## src/rtl/adder_pkg.sv

```systemverilog
// Shared definitions for the pipelined adder: operation-mode encoding and the
// WIDTH/STAGES legality rule used at elaboration.
package adder_pkg;

   typedef enum logic {
      OP_ADD = 1'b0,
      OP_SUB = 1'b1
   } op_mode_e;

   function automatic bit params_ok(input int width, input int stages);
      return (width >= 1) && (stages >= 1) && (stages <= width) && ((width % stages) == 0);
   endfunction

endpackage

```

## src/rtl/adder_slice.sv

```systemverilog
// Combinational SW-bit ripple-carry slice. Also exposes the carry into its MSB
// so the most significant slice can derive signed overflow.
module adder_slice #(
   parameter int SW = 8
) (
   input  logic [SW-1:0] i_a,
   input  logic [SW-1:0] i_b,
   input  logic          i_c,
   output logic [SW-1:0] o_s,
   output logic          o_c,
   output logic          o_msb_c
);

   always_comb begin
      logic c;
      c       = i_c;
      o_s     = '0;
      o_msb_c = i_c;
      for (int i = 0; i < SW; i++) begin
         o_msb_c = c;
         o_s[i]  = i_a[i] ^ i_b[i] ^ c;
         c       = (i_a[i] & i_b[i]) | (c & (i_a[i] ^ i_b[i]));
      end
      o_c = c;
   end

endmodule

```

## src/rtl/pipelined_adder.sv

```systemverilog
// Pipelined ripple-carry adder/subtractor: the WIDTH-bit chain is cut into STAGES
// equal slices, one per register stage, with a valid/ready handshake on each side.
module pipelined_adder
   import adder_pkg::*;
#(
   parameter int WIDTH  = 32,
   parameter int STAGES = 4
) (
   input  logic             pipelined_adder_clk,
   input  logic             pipelined_adder_rst,
   input  logic             pipelined_adder_in_valid,
   output logic             pipelined_adder_in_ready,
   input  logic [WIDTH-1:0] pipelined_adder_a,
   input  logic [WIDTH-1:0] pipelined_adder_b,
   input  logic             pipelined_adder_carry_in,
   input  logic             pipelined_adder_sub,
   output logic             pipelined_adder_out_valid,
   input  logic             pipelined_adder_out_ready,
   output logic [WIDTH-1:0] pipelined_adder_sum,
   output logic             pipelined_adder_carry_out,
   output logic             pipelined_adder_overflow
);

   localparam int SW = (STAGES >= 1) ? (WIDTH / STAGES) : 1;
   localparam logic [WIDTH-1:0] ONES = '1;

   if (!params_ok(WIDTH, STAGES)) begin : g_param_check
      $error("pipelined_adder: WIDTH=%0d cannot be split into STAGES=%0d equal slices", WIDTH, STAGES);
   end

   logic             w_en;
   logic [WIDTH-1:0] w_b_ent;
   logic             w_c_ent;
   logic             w_ovf;

   logic             w_vld     [STAGES];
   logic [WIDTH-1:0] w_a       [STAGES];
   logic [WIDTH-1:0] w_b       [STAGES];
   logic [WIDTH-1:0] w_res     [STAGES];
   logic             w_ci      [STAGES];
   logic [SW-1:0]    w_s       [STAGES];
   logic             w_co      [STAGES];
   logic             w_mc      [STAGES];
   logic [WIDTH-1:0] w_res_nxt [STAGES];

   logic             r_vld [STAGES];
   logic [WIDTH-1:0] r_a   [STAGES];
   logic [WIDTH-1:0] r_b   [STAGES];
   logic [WIDTH-1:0] r_res [STAGES];
   logic             r_cy  [STAGES];
   logic             r_ovf;

   // Whole pipe advances together; only a stalled, valid output freezes it.
   assign w_en    = !r_vld[STAGES-1] || pipelined_adder_out_ready;
   assign w_b_ent = (pipelined_adder_sub == OP_SUB) ? ~pipelined_adder_b : pipelined_adder_b;
   assign w_c_ent = (pipelined_adder_sub == OP_SUB) ? 1'b1 : pipelined_adder_carry_in;

   for (genvar k = 0; k < STAGES; k++) begin : g_stage
      localparam logic [WIDTH-1:0] SLICE_MASK = (ONES >> (WIDTH - SW)) << (k * SW);

      if (k == 0) begin : g_src
         assign w_vld[k] = pipelined_adder_in_valid;
         assign w_a[k]   = pipelined_adder_a;
         assign w_b[k]   = w_b_ent;
         assign w_ci[k]  = w_c_ent;
         assign w_res[k] = '0;
      end else begin : g_src
         assign w_vld[k] = r_vld[k-1];
         assign w_a[k]   = r_a[k-1];
         assign w_b[k]   = r_b[k-1];
         assign w_ci[k]  = r_cy[k-1];
         assign w_res[k] = r_res[k-1];
      end

      adder_slice #(
         .SW(SW)
      ) u_slice (
         .i_a     (w_a[k][k*SW +: SW]),
         .i_b     (w_b[k][k*SW +: SW]),
         .i_c     (w_ci[k]),
         .o_s     (w_s[k]),
         .o_c     (w_co[k]),
         .o_msb_c (w_mc[k])
      );

      assign w_res_nxt[k] = (w_res[k] & ~SLICE_MASK) | (WIDTH'(w_s[k]) << (k * SW));
   end

   // Carry into the sign bit differing from carry out of it is exactly the case of
   // same-sign operands producing an opposite-sign result.
   assign w_ovf = w_mc[STAGES-1] ^ w_co[STAGES-1];

   always_ff @(posedge pipelined_adder_clk or posedge pipelined_adder_rst) begin
      if (pipelined_adder_rst) begin
         for (int k = 0; k < STAGES; k++) begin
            r_vld[k] <= 1'b0;
            r_a[k]   <= '0;
            r_b[k]   <= '0;
            r_res[k] <= '0;
            r_cy[k]  <= 1'b0;
         end
         r_ovf <= 1'b0;
      end else if (w_en) begin
         for (int k = 0; k < STAGES; k++) begin
            r_vld[k] <= w_vld[k];
            r_a[k]   <= w_a[k];
            r_b[k]   <= w_b[k];
            r_res[k] <= w_res_nxt[k];
            r_cy[k]  <= w_co[k];
         end
         r_ovf <= w_ovf;
      end
   end

   assign pipelined_adder_in_ready  = w_en;
   assign pipelined_adder_out_valid = r_vld[STAGES-1];
   assign pipelined_adder_sum       = r_res[STAGES-1];
   assign pipelined_adder_carry_out = r_cy[STAGES-1];
   assign pipelined_adder_overflow  = r_ovf;

endmodule

```

## config.mk

```make
export PLATFORM = sky130hd
export DESIGN_NAME = pipelined_adder
export DESIGN_NICKNAME = d
export VERILOG_FILES = /design/src/rtl/adder_pkg.sv /design/src/rtl/adder_slice.sv /design/src/rtl/pipelined_adder.sv
export SDC_FILE = /design/constraint.sdc
export NUM_CORES = 1
export LEC_CHECK = 0
export CAP_MARGIN = 20
export CORE_ASPECT_RATIO = 0.9
export CORE_MARGIN = 3
export CORE_UTILIZATION = 44
export CTS_CLUSTER_DIAMETER = 200
export DETAILED_ROUTE_END_ITERATION = 10
export PLACE_DENSITY = 0.73
export RECOVER_POWER = 25
export SYNTH_ARGS = -nofsm -noshare
export SYNTH_HDL_FRONTEND = slang
export SYNTH_SLANG_ARGS = --single-unit
```

## constraint.sdc

```tcl
create_clock -name pipelined_adder_clk -period 6.5 [get_ports pipelined_adder_clk]
set_input_delay 0.975 -clock pipelined_adder_clk [delete_from_list [all_inputs] [get_ports pipelined_adder_clk]]
set_output_delay 0.975 -clock pipelined_adder_clk [all_outputs]
set_load 0.005 [all_outputs]
```

* Word level (Yosys, flattened, before mapping)
Cells that the tools add are included.
** Word-level totals
- Register bits :: 281
- Logic and storage cells :: 188
** Operators by class
- Reductions and logical operators :: 2
- Mux-type cells :: 2
- Bitwise logic cells :: 165
** Operator list (count)
- 1-bit XOR :: 65
- 1-bit bitwise AND :: 64
- 32-bit two-way mux :: 1
- 32-bit NOT :: 1
- 1-bit OR :: 32
- 24-bit by 32-bit OR with 32-bit output :: 1
- 16-bit by 24-bit OR with 24-bit output :: 1
- 8-bit by 16-bit OR with 16-bit output :: 1
- 1-bit zero test :: 1
- 1-bit logical OR :: 1
- 1-bit two-way mux :: 1

* Depth between registers and ports, before layout
Gate-level depths: netlist (run 1).
- Depth in word-level cells :: 19
- Depth in mapped cells :: 15

* Cells and area by module
Synthesis (run 1) repeated with hierarchy kept, for this count alone.
** Second synthesis, totals
- Cell total of the unflattened synthesis :: 535
- Area total of the unflattened synthesis :: 8793.4 um^2
** By module, submodules not included
- pipelined_adder :: instances 1, cells an instance 463, area an instance 8002.7 um^2, seq. area each 4629.4 um^2
- adder_slice :: instances 4, cells an instance 18, area an instance 197.7 um^2, seq. area each 0.0 um^2

* Least setup slack after synthesis (run 1)
Ideal clock, no wire load.
- Kind :: input to register
- Start :: in pipelined_adder_sub
- End :: reg r_res[103] (netlist bit)
- Data required time :: 6.375 ns
- Arrival time :: 4.753 ns
- Stages :: 15
- Setup slack :: 1.622 ns
- Cells stage by stage :: buf_2 buf_2 xnor2_1 fa_1 inv_1 fa_1 inv_1 fa_1 fa_1 fa_1 fa_1 fa_1 inv_1 fa_1 mux2_4
** Between the ends
- Longest elaborated chain between the ends :: 17
- Elaborated cells on any way between the ends :: 32
- Those cells by class :: mux: 2; bitwise: 30
** Ends and longest elaborated chain
- start, declared :: line pipelined_adder.sv:16 : input logic pipelined_adder_sub,
- 32-bit two-way mux :: line pipelined_adder.sv:55 : assign w_b_ent = (pipelined_adder_sub == OP_SUB) ? ~pipelined_adder_b : pipelined_adder_b;
- 1-bit XOR :: line adder_slice.sv:22 : c = (i_a[i] & i_b[i]) | (c & (i_a[i] ^ i_b[i]));
- 1-bit bitwise AND :: line adder_slice.sv:22
- 1-bit OR :: line adder_slice.sv:22
- 1-bit bitwise AND :: line adder_slice.sv:22
- 1-bit OR :: line adder_slice.sv:22
- 1-bit bitwise AND :: line adder_slice.sv:22
- 1-bit OR :: line adder_slice.sv:22
- [... 2 more ...]
- 1-bit bitwise AND :: line adder_slice.sv:22
- 1-bit OR :: line adder_slice.sv:22
- 1-bit bitwise AND :: line adder_slice.sv:22
- 1-bit OR :: line adder_slice.sv:22
- 1-bit bitwise AND :: line adder_slice.sv:22
- 1-bit OR :: line adder_slice.sv:22
- 1-bit XOR * :: line adder_slice.sv:21 : o_s[i] = i_a[i] ^ i_b[i] ^ c;
- net g_stage[0].u_slice.o_s[7] :: line adder_slice.sv:9 : output logic [SW-1:0] o_s,
- end signal, assigned by index :: line pipelined_adder.sv:108 : r_res[k] <= w_res_nxt[k];
- end, declared :: line pipelined_adder.sv:49 : logic [WIDTH-1:0] r_res [STAGES];
Mark *: on every way through the listed nets, which the timed path passes. The rest lies on a longest branch.
A chain may end at the register's enable or synchronous reset.

* Worst setup path after layout (run 1)
Ends and elaborated chain as after synthesis.

==> key figures, run 1 <==
Routing
  • Via count: about 4.1k
  • Final WL: between 10 and 15 mm
  • Residual DRC: 0
  • First-pass detailed-route iteration total: 6
  • DRT iter0 DRCs: 240
  • Post-DR wirelength/cell: about 16 µm
  • Vias per std cell: roughly 4.7
  • Antenna-violating nets left: 0

Timing
  • RSZ-0062 raised after global routing: false
  • Slew Limit Headroom: 0.328
  • Setup_tns: 0 ns
  • Clock skew: roughly 0.016 ns
  • Fmax: approximately 0.21 GHz
  • Final Hold Viols: 0
  • Slew @ Worst Pin: 1.01 ns
  • Min cycle time layout: 4.70 ns
  • Fin. max-slew vios: 0
  • Fraction of the cycle the final worst path needs: 0.723
  • Setup-failing EPs final: 0

Clock tree
  • CTS tree: yes
  • CTS max path bufs: 2
  • CTS HTree Levels: 4
  • Reg clk slew, reported paths: 0.07 ns
  • # resized after CTS: 0
  • # hold bufs at CTS: 0
  • Post-CTS setup buffer count: 0
  • Root buf cell: clkbuf_16
  • Clk sinks: 185
  • Total CTS buffers: 17
  • Worst-skew pair later-pin latency: between 0.4 and 0.5 ns

Layout
  • Layout fillers: approximately 1.5k
  • Register area: approximately 0.0046 mm²
  • Antenna Cells: 0
  • Nets: 713
  • Finished Core Util: 0.531
  • Multi-input gate area: around 0.0035 mm²
  • Share of layout cells above drive strength 1: 0.329
  • P&R area growth vs syn: 17.3%

Hold path
  • Hold Crit Class: reg2reg
  • WHS Path Cells: 1

Global routing
  • Vias in the first global route: between 4k and 5k
  • Largest net degree at the start of global routing: about 130
  • Initial antenna violation count: 0
  • First-pass GRT wire length: 24.4 mm
  • Total gr overflow: 0
  • Tot GR Track Use: 0.140

Logic synthesis
  • Synth Register Bits: 185
  • Mapped Cells: around 540
  • Mapped Area: ~0.009 mm²
  • Syn_nets: ~640
  • Yosys warnings: 0
  • Fraction of the yosys area taken by sequential cells: 0.529
  • Post-synth cell types: 17
  • Synthesized area per cell: 16.1 µm²

Die
  • Row count: 48
  • Ports: about 110
  • Die area: about 0.022 mm²
  • Chip height: ~140 µm
  • Initial core utilization: 0.452
  • Core ar.: a little under 0.02 mm²
  • Die X: ~150 µm

Setup path
  • Startpoint class of the critical path: input pin
  • Delay-heaviest family, CP: adder cells
  • R2R setup slack: around 2.4 ns
  • Largest stage delay on the critical path: just over 0.4 ns
  • WP buf/inv: 4
  • Reg-to-Reg End: r_res[55]$_DFFE_PP0P_
  • Worst R2R Path Depth: 12
  • Critical Path Sink Type: register
  • Levels on crit path: 14
  • Setup CP Type: in2reg
  • Crit path launch: pipelined_adder_sub
  • Slowest CP cell: fa_1
  • Most Frequent Cell on Critical Path: fa_1
  • Critical Path Sink: r_res[103]$_DFFE_PP0P_
  • WP data required: 6.82 ns
  • CP Cell Sequence: buf_2, xnor2_1, fa_1, inv_1, fa_1, inv_1, fa_1, fa_1, fa_1, fa_1, fa_1, inv_1, fa_1, mux2_4
  • FF-to-FF Start: r_cy[2]$_DFFE_PP0P_
  • CP arrival: around 5 ns
  • Crit path max fanout: 16

Placement
  • Buffers on Ports: between 100 and 150
  • Gpl congestion: between 0.7 and 0.8
  • Dpl hpwl: ~9.3 mm

Run status
  • Status: completed

Run
  • Maxcap violations: 0

Power and ir drop
  • LEAKAGE: 0.00470 µW
  • Pwr dens: ~480 mW/mm²
  • Worst VDD drop: around 220 µV
per-layer routing:
layer | track usage | routed length [µm] | share of wire
met2 | 0.212 | 6680 | 0.47
met4 | 0.0316 | 116 | 0.0082
met5 | 0 | 0 | 0
met3 | 0.0448 | 553 | 0.039
met1 | 0.200 | 6750 | 0.48
cell type report:
class | count | share of cell area
Clock inverter | 12 | 0.0156
Multi-Input combinational cell | 267 | 0.340
Timing Repair Buffer | 109 | 0.106
Inverter | 31 | 0.0121
Tap cell | 250 | 0.0305
Sequential cell | 185 | 0.451
Clock buffer | 20 | 0.0445
state kept, by name (all words and copies together) (netlist names):
register,count
r_a,48
r_b,48
r_res,48
pipelined_adder_sum,32
r_cy,3
r_vld,3
pipelined_adder_carry_out,1
pipelined_adder_out_valid,1
pipelined_adder_overflow,1
through the flow:
| step | setup WS [ns] | power (µW) | cell area [µm²] | instances | hold slack [ns] |
|---|---|---|---|---|---|
| after floorplan | 0.496 | 3460 | 8750 | 542 | 0.435 |
| after global placement | 1.37 | 3770 | 9650 | 842 | 0.447 |
| after detailed placement | 1.31 | 3850 | 9650 | 842 | 0.458 |
| after CTS | 1.76 | 4960 | 10300 | 874 | 0.482 |
| after global routing | 1.62 | 5230 | 10300 | 874 | 0.506 |
| final | 1.80 | 4880 | 10300 | 874 | 0.477 |
layout by cell type, fill, tap and decap left out, types with 2 or more instances in the layout:
cell,count
a21oi_1,15
clkbuf_8,2
dfrtp_1,185
nor3b_1,15
xnor2_1,9
clkinv_2,2
buf_4,3
fa_1,32
inv_1,30
mux2i_1,2
bufinv_16,3
mux2_2,47
mux2_4,120
inv_6,5
clkbuf_16,17
xor2_1,24
clkdlybuf4s50_1,103
report_power, final:
part	switching (µW)	leakage, µW	internal (µW)
logic	600	0.00226	1200
clock network	447	0.000302	632
registers	331	0.00214	1680
total	1380	0.00470	3500
how the worst min path moves through the flow:
stage / from / end / slack [ns]
final: r_vld[1]$_DFFE_PP0P_ / pipelined_adder_out_valid$_DFFE_PP0P_ / 0.48
after global routing: r_vld[1]$_DFFE_PP0P_ / pipelined_adder_out_valid$_DFFE_PP0P_ / 0.51
after floorplan: r_vld[1]$_DFFE_PP0P_ / pipelined_adder_out_valid$_DFFE_PP0P_ / 0.43
after CTS: r_vld[1]$_DFFE_PP0P_ / pipelined_adder_out_valid$_DFFE_PP0P_ / 0.48
after detailed placement: r_vld[1]$_DFFE_PP0P_ / pipelined_adder_out_valid$_DFFE_PP0P_ / 0.46
after global placement: r_vld[1]$_DFFE_PP0P_ / pipelined_adder_out_valid$_DFFE_PP0P_ / 0.45
Yosys cell counts:
master	count	area [µm²]
mux2_2	47	529
dfrtp_1	185	4630
clkbuf_1	2	7.51
nor3b_1	15	113
inv_1	31	116
xnor2_1	9	78.8
buf_8	11	165
nand2b_1	2	12.5
mux2_4	120	1800
a21oi_1	15	75.1
fa_1	32	641
buf_4	33	248
xor2_1	24	210
mux2i_1	2	20.0
buf_6	5	56.3
buf_2	8	40.0
nor2_1	1	3.75
cell families (layout without fill, tap and decap cells):
| kind of cell | after synthesis | in the layout | share of synthesized area |
|---|---|---|---|
| fa+ha+maj | 32 | 32 | 0.0732 |
| compound gates | 15 | 15 | 0.00858 |
| mux | 169 | 169 | 0.269 |
| buf+inv | 90 | 172 | 0.0724 |
| xor+xnor | 33 | 33 | 0.0330 |
| simple gates | 18 | 18 | 0.0147 |
| flops | 185 | 185 | 0.529 |
Power figures use the tool's default switching activity.
==> run 2: changes to the inputs <==
==> constraint.sdc (replaced) <==
create_clock -name pipelined_adder_clk -period 4.7 [get_ports pipelined_adder_clk]
set_input_delay 0.705 -clock pipelined_adder_clk [delete_from_list [all_inputs] [get_ports pipelined_adder_clk]]
set_output_delay 0.705 -clock pipelined_adder_clk [all_outputs]
set_load 0.005 [all_outputs]
==> run 2 against run 1 <==
The run now ends with max-capacitance violations, max-slew violations left; flip-flop and latch count stayed put; die area stayed put; final cell count is 0.57% higher; combinational power is 40% higher; critical path depth stayed put; first-iteration DRC count is 38% lower; clock skew is 0.0070 ns lower; critical endpoint unchanged.
==> key figures, run 2 (synthesis results as in run 1) <==
Power and ir drop
  • Worst VDD drop: between 200 and 300 µV
  • Comb power frac: 0.376
  • Clock power share: 0.210
  • LEAKAGE: 0.00469 µW
  • Pint: 4780 µW
  • Sw Ratio: 0.285
  • NetSw: 1910 µW
  • Sequential power share: 0.414
  • Pwr dens: 652 mW/mm²

Layout
  • P&R area growth vs syn: 17.4%
  • Largest regs: r_a x48, r_b x48, r_res x48
  • Most frequent cells in the layout: dfrtp_1, mux2_4, clkdlybuf4s50_1, mux2_2, fa_1
  • Antenna Cells: 0
  • Share of layout cells above drive strength 1: 0.334
  • Leading cell type in the layout, fill and taps excluded: dfrtp_1
  • Nets: 718

Clock tree
  • # hold bufs at CTS: 0
  • Post-CTS setup buffer count: 0
  • CTS tree: yes
  • Reg clk slew, reported paths: 0.06 ns
  • CTS HTree Levels: 4
  • Clk sinks: 185
  • Root buf cell: clkbuf_16
  • Worst-skew pair later-pin latency: around 0.42 ns
  • # resized after CTS: 0
  • Total CTS buffers: 17
  • CTS max path bufs: 2

Hold path
  • Min-delay src: r_vld[1]$_DFFE_PP0P_
  • Hold endpoint: pipelined_adder_out_valid$_DFFE_PP0P_
  • WHS Path Cells: 1
  • Hold Crit Class: reg2reg

Setup path
  • Setup CP Type: in2reg
  • Worst R2R Path Depth: 12
  • Startpoint class of the critical path: input pin
  • Crit path launch: pipelined_adder_b[0]
  • R2R setup slack: about 0.56 ns
  • Critical Path Sink Type: register
  • CP arrival: 4.74 ns
  • Crit path max fanout: 1
  • FF-to-FF Start: r_cy[3]$_DFFE_PP0P_
  • WP data required: 5.00 ns
  • Reg-to-Reg End: r_res[79]$_DFFE_PP0P_

Die
  • Row count: between 40 and 50
  • Chip height: approximately 140 µm
  • Initial core utilization: 0.452
  • Ports: between 100 and 150
  • Die X: roughly 150 µm
  • Core ar.: just under 0.02 mm²
  • Die area: 0.0216 mm²

Timing
  • Final Hold Viols: 0
  • Min cycle time layout: around 4.4 ns
  • RSZ-0062 raised after global routing: false
  • Fmax: 0.226 GHz
  • Min setup slack post-route: 0.266 ns
  • Setup-failing EPs final: 0
  • Clock skew: between 0.009 and 0.01 ns
  • Fraction of the cycle the final worst path needs: 0.943
  • Fin. max-slew vios: around 130
  • Slew @ Worst Pin: roughly 2.3 ns
  • Setup_tns: 0 ns
  • Slew Limit Headroom: -0.524

Routing
  • Antenna-violating nets left: 0
  • DRT iter0 DRCs: 150
  • Vias per std cell: roughly 4.8
  • Post-DR wirelength/cell: between 15 and 20 µm
  • Final WL: ~14 mm
  • Via count: ~4.2k
  • Residual DRC: 0
  • First-pass detailed-route iteration total: 4

Run
  • Maxcap violations: 2

Placement
  • Buffers on Ports: around 110
  • Gpl congestion: about 0.75
  • DP Worst Slack: -0.179 ns
  • Dpl hpwl: 9.70 mm

Global routing
  • Total gr overflow: 0
  • First-pass GRT wire length: ~25 mm
  • Vias in the first global route: 4783
  • Initial antenna violation count: 0
  • Tot GR Track Use: 0.142
  • Largest net degree at the start of global routing: ~110

Run status
  • Status: complete, but fails checks
  • Failing checks: max-capacitance violations, max-slew violations
## run 2: cell count changes in the layout (fill, tap and decap cells not counted)
cell	delta
buf_12	+1
buf_4	+2
bufinv_16	-1
clkbuf_2	+1
clkbuf_8	-1
clkinv_2	+2
clkinvlp_2	+1
clkinvlp_4	+3
inv_6	-2
inv_8	-1
## run 2: power groups by stage
stage	registers, µW	logic [µW]	clock network (µW)
5_1_grt	2880	2760	1520
3_5_place_dp	2810	2550	0
4_1_cts	2790	2570	1440
6_report	2770	2520	1400
2_1_floorplan	2640	2140	0
3_3_place_gp	2770	2460	0
## run 2: how the worst max path moves through the flow
stage                             end  cells after the start
6_report       r_res[103]$_DFFE_PP0P_                     14
3_3_place_gp   r_res[103]$_DFFE_PP0P_                     14
5_1_grt        r_res[103]$_DFFE_PP0P_                     14
4_1_cts        r_res[103]$_DFFE_PP0P_                     14
3_5_place_dp   r_res[103]$_DFFE_PP0P_                     14
2_1_floorplan  r_res[103]$_DFFE_PP0P_                     15
## run 2: layout make-up
| type | instances | area, µm² |
|---|---|---|
| clock buffer | 18 | 439 |
| clock inverter | 14 | 145 |
| fill | 1603 | 9070 |
| inverter | 31 | 118 |
| multi-input combinational | 267 | 3490 |
| sequential | 185 | 4630 |
| tap | 250 | 313 |
| timing repair buffer | 114 | 1130 |
## run 2: worst max-delay path, stage by stage
cell	delay [ns]
clkdlybuf4s50_1	0.42
xnor2_1	0.15
fa_1	0.39
inv_1	0.09
fa_1	0.21
inv_1	0.07
fa_1	0.40
fa_1	0.40
fa_1	0.39
fa_1	0.40
fa_1	0.38
inv_1	0.07
fa_1	0.40
mux2_4	0.26
## run 2: metal layers
layer / wire length [µm] / part of all wire / global-route usage
met5: 0 / 0 / 0
met4: 235 / 0.017 / 0.0581
met3: 513 / 0.036 / 0.0295
met2: 6910 / 0.49 / 0.222
met1: 6540 / 0.46 / 0.196
## run 2: metrics by stage
step,area (µm²),hold WS (ns),power (µW),std cells,util
global route,10300,0.508,7160,879,0.531
global placement,9700,0.449,5230,846,0.501
floorplan,8750,0.435,4780,542,-
detailed placement,9700,0.457,5360,846,0.501
finish,10300,0.468,6690,879,0.531
CTS,10300,0.474,6800,878,0.532
==> run 3: changes to the inputs <==
==> constraint.sdc (replaced) <==
create_clock -name pipelined_adder_clk -period 4.7 [get_ports pipelined_adder_clk]
set_input_delay 0.705 -clock pipelined_adder_clk [delete_from_list [all_inputs] [get_ports pipelined_adder_clk]]
set_output_delay 0.705 -clock pipelined_adder_clk [all_outputs]
set_load 0.1 [all_outputs]
==> run 3 against run 2 <==
Design area grew 0.96%; sequential share of layout area fell by 0.43 points; clock-buffer cell count grew 1; non-clock buffer count unchanged; combinational power increased by 47%; critical path depth did not move; the run still ends with max-capacitance violations, max-slew violations left.
==> key figures, run 3 (synthesis results as in run 1) <==
Run status
  • Status: complete, but fails checks
  • Failing checks: max-capacitance violations, max-slew violations

Power and ir drop
  • Comb power frac: 0.460
  • NetSw: ~3000 µW
  • Worst VDD drop: around 330 µV
  • Pwr dens: about 780 mW/mm²
  • LEAKAGE: 0.00474 µW
  • Sequential power share: 0.341
  • Clock power share: 0.198
  • Sw Ratio: 0.384
  • Pint: 4960 µW

Setup path
  • Setup CP Type: in2reg
  • Crit path max fanout: 1
  • Startpoint class of the critical path: input pin
  • Critical Path Sink Type: register
  • WP data required: roughly 5 ns
  • CP arrival: between 4 and 5 ns

Layout
  • Nets: 718
  • Antenna Cells: 0
  • Largest regs: r_a x48, r_b x48, r_res x48
  • Leading cell type in the layout, fill and taps excluded: dfrtp_1
  • Share of layout cells above drive strength 1: 0.335
  • P&R area growth vs syn: 18.5%
  • Layout fillers: about 1.6k
  • Finished Core Util: 0.536
  • Most frequent cells in the layout: dfrtp_1, mux2_4, clkdlybuf4s50_1, mux2_2, fa_1

Clock tree
  • Total CTS buffers: 17
  • CTS HTree Levels: 4
  • Worst-skew pair later-pin latency: 0.43 ns
  • CTS max path bufs: 2
  • Reg clk slew, reported paths: 0.06 ns
  • CTS tree: yes
  • # resized after CTS: 0
  • Clk sinks: roughly 190
  • # hold bufs at CTS: 0
  • Post-CTS setup buffer count: 0
  • Root buf cell: clkbuf_16

Global routing
  • Vias in the first global route: between 4k and 5k
  • Largest net degree at the start of global routing: 81
  • Tot GR Track Use: 0.144
  • First-pass GRT wire length: 24.9 mm
  • Total gr overflow: 0
  • Initial antenna violation count: 0

Routing
  • DRT iter0 DRCs: between 150 and 200
  • Final WL: roughly 15 mm
  • Residual DRC: 0
  • First-pass detailed-route iteration total: 4
  • Antenna-violating nets left: 0
  • Vias per std cell: 4.76
  • Via count: 4185
  • Post-DR wirelength/cell: ~17 µm

Die
  • Die X: ~150 µm
  • Chip height: ~140 µm
  • Row count: 48
  • Initial core utilization: 0.452
  • Ports: roughly 110
  • Core ar.: about 0.019 mm²
  • Die area: between 0.02 and 0.025 mm²

Timing
  • Fmax: between 0.2 and 0.25 GHz
  • Final Hold Viols: 0
  • Min cycle time layout: about 4.4 ns
  • Setup-failing EPs final: 0
  • Slew @ Worst Pin: ~1.7 ns
  • Clock skew: between 0.01 and 0.015 ns
  • Fraction of the cycle the final worst path needs: 0.937
  • Hold Slack: around 0.48 ns
  • Fin. max-slew vios: ~110
  • Setup_tns: 0 ns
  • RSZ-0062 raised after global routing: false
  • Slew Limit Headroom: -0.158

Placement
  • Gpl congestion: roughly 0.76
  • Buffers on Ports: between 100 and 150
  • Dpl hpwl: 9.76 mm

Hold path
  • Hold Crit Class: reg2reg

Run
  • Maxcap violations: 2
-- run 3: cell count changes in the layout (fill, tap and decap cells not counted) --
cell and delta:
buf_12 +2, bufinv_16 +3, clkdlybuf4s50_1 -1, clkinv_2 -3, clkinvlp_4 -2, inv_6 +1
-- run 3: final timing paths --
check	start	to	slack (ns)	cells past startpoint
worst min register to register	r_vld[1]$_DFFE_PP0P_	pipelined_adder_out_valid$_DFFE_PP0P_	0.48	1
worst max register to register	r_cy[2]$_DFFE_PP0P_	r_res[55]$_DFFE_PP0P_	0.56	12
min in group asynchronous	pipelined_adder_rst	r_res[44]$_DFFE_PP0P_	1.16	2
worst max-delay path	pipelined_adder_b[0]	r_res[103]$_DFFE_PP0P_	0.29	14
worst min-delay path	r_vld[1]$_DFFE_PP0P_	pipelined_adder_out_valid$_DFFE_PP0P_	0.48	1
max in group asynchronous	pipelined_adder_rst	r_a[87]$_DFFE_PP0P_	1.23	3
-- run 3: worst max-delay path: stages --
cell and delay, ns:
clkdlybuf4s50_1 0.42, xnor2_1 0.15, fa_1 0.40, inv_1 0.09, fa_1 0.18, inv_1 0.06
fa_1 0.40, fa_1 0.39, fa_1 0.39, fa_1 0.41, fa_1 0.37, inv_1 0.08
fa_1 0.41, mux2_4 0.26
-- run 3: final cells by class --
class | count | area (µm²) | share of cell area
Multi-Input combinational cell | 267 | 3490 | 0.337
Tap cell | 250 | 313 | 0.0302
Clock buffer | 19 | 443 | 0.0427
Timing Repair Buffer | 114 | 1160 | 0.112
Inverter | 31 | 118 | 0.0113
Clock inverter | 13 | 214 | 0.0206
Sequential cell | 185 | 4630 | 0.447
-- run 3: power groups by stage --
stage / registers, µW / logic (µW) / clock network [µW]
3_5_place_dp: 2790 / 3740 / 0
5_1_grt: 2860 / 3960 / 1700
6_report: 2750 / 3710 / 1590
4_1_cts: 2760 / 3770 / 1630
2_1_floorplan: 2740 / 3210 / 0
3_3_place_gp: 2740 / 3650 / 0
-- run 3: metal layers --
metal,global-route usage,up-vias,share of wire
met4,0.0488,0,0.012
met2,0.223,77,0.48
met5,0,-,0
met3,0.0339,12,0.035
li1,-,1919,-
met1,0.201,2177,0.47
-- run 3: through the flow --
stage                     instances  setup WS (ns)  power (µW)  instance area [µm²]
final                           879          0.294        8050                10400
after global routing            879          0.124        8510                10400
after CTS                       879          0.297        8160                10400
after detailed placement        847         -0.133        6530                 9730
after global placement          847        -0.0737        6400                 9730
after floorplan                 542         0.0916        5950                 8750
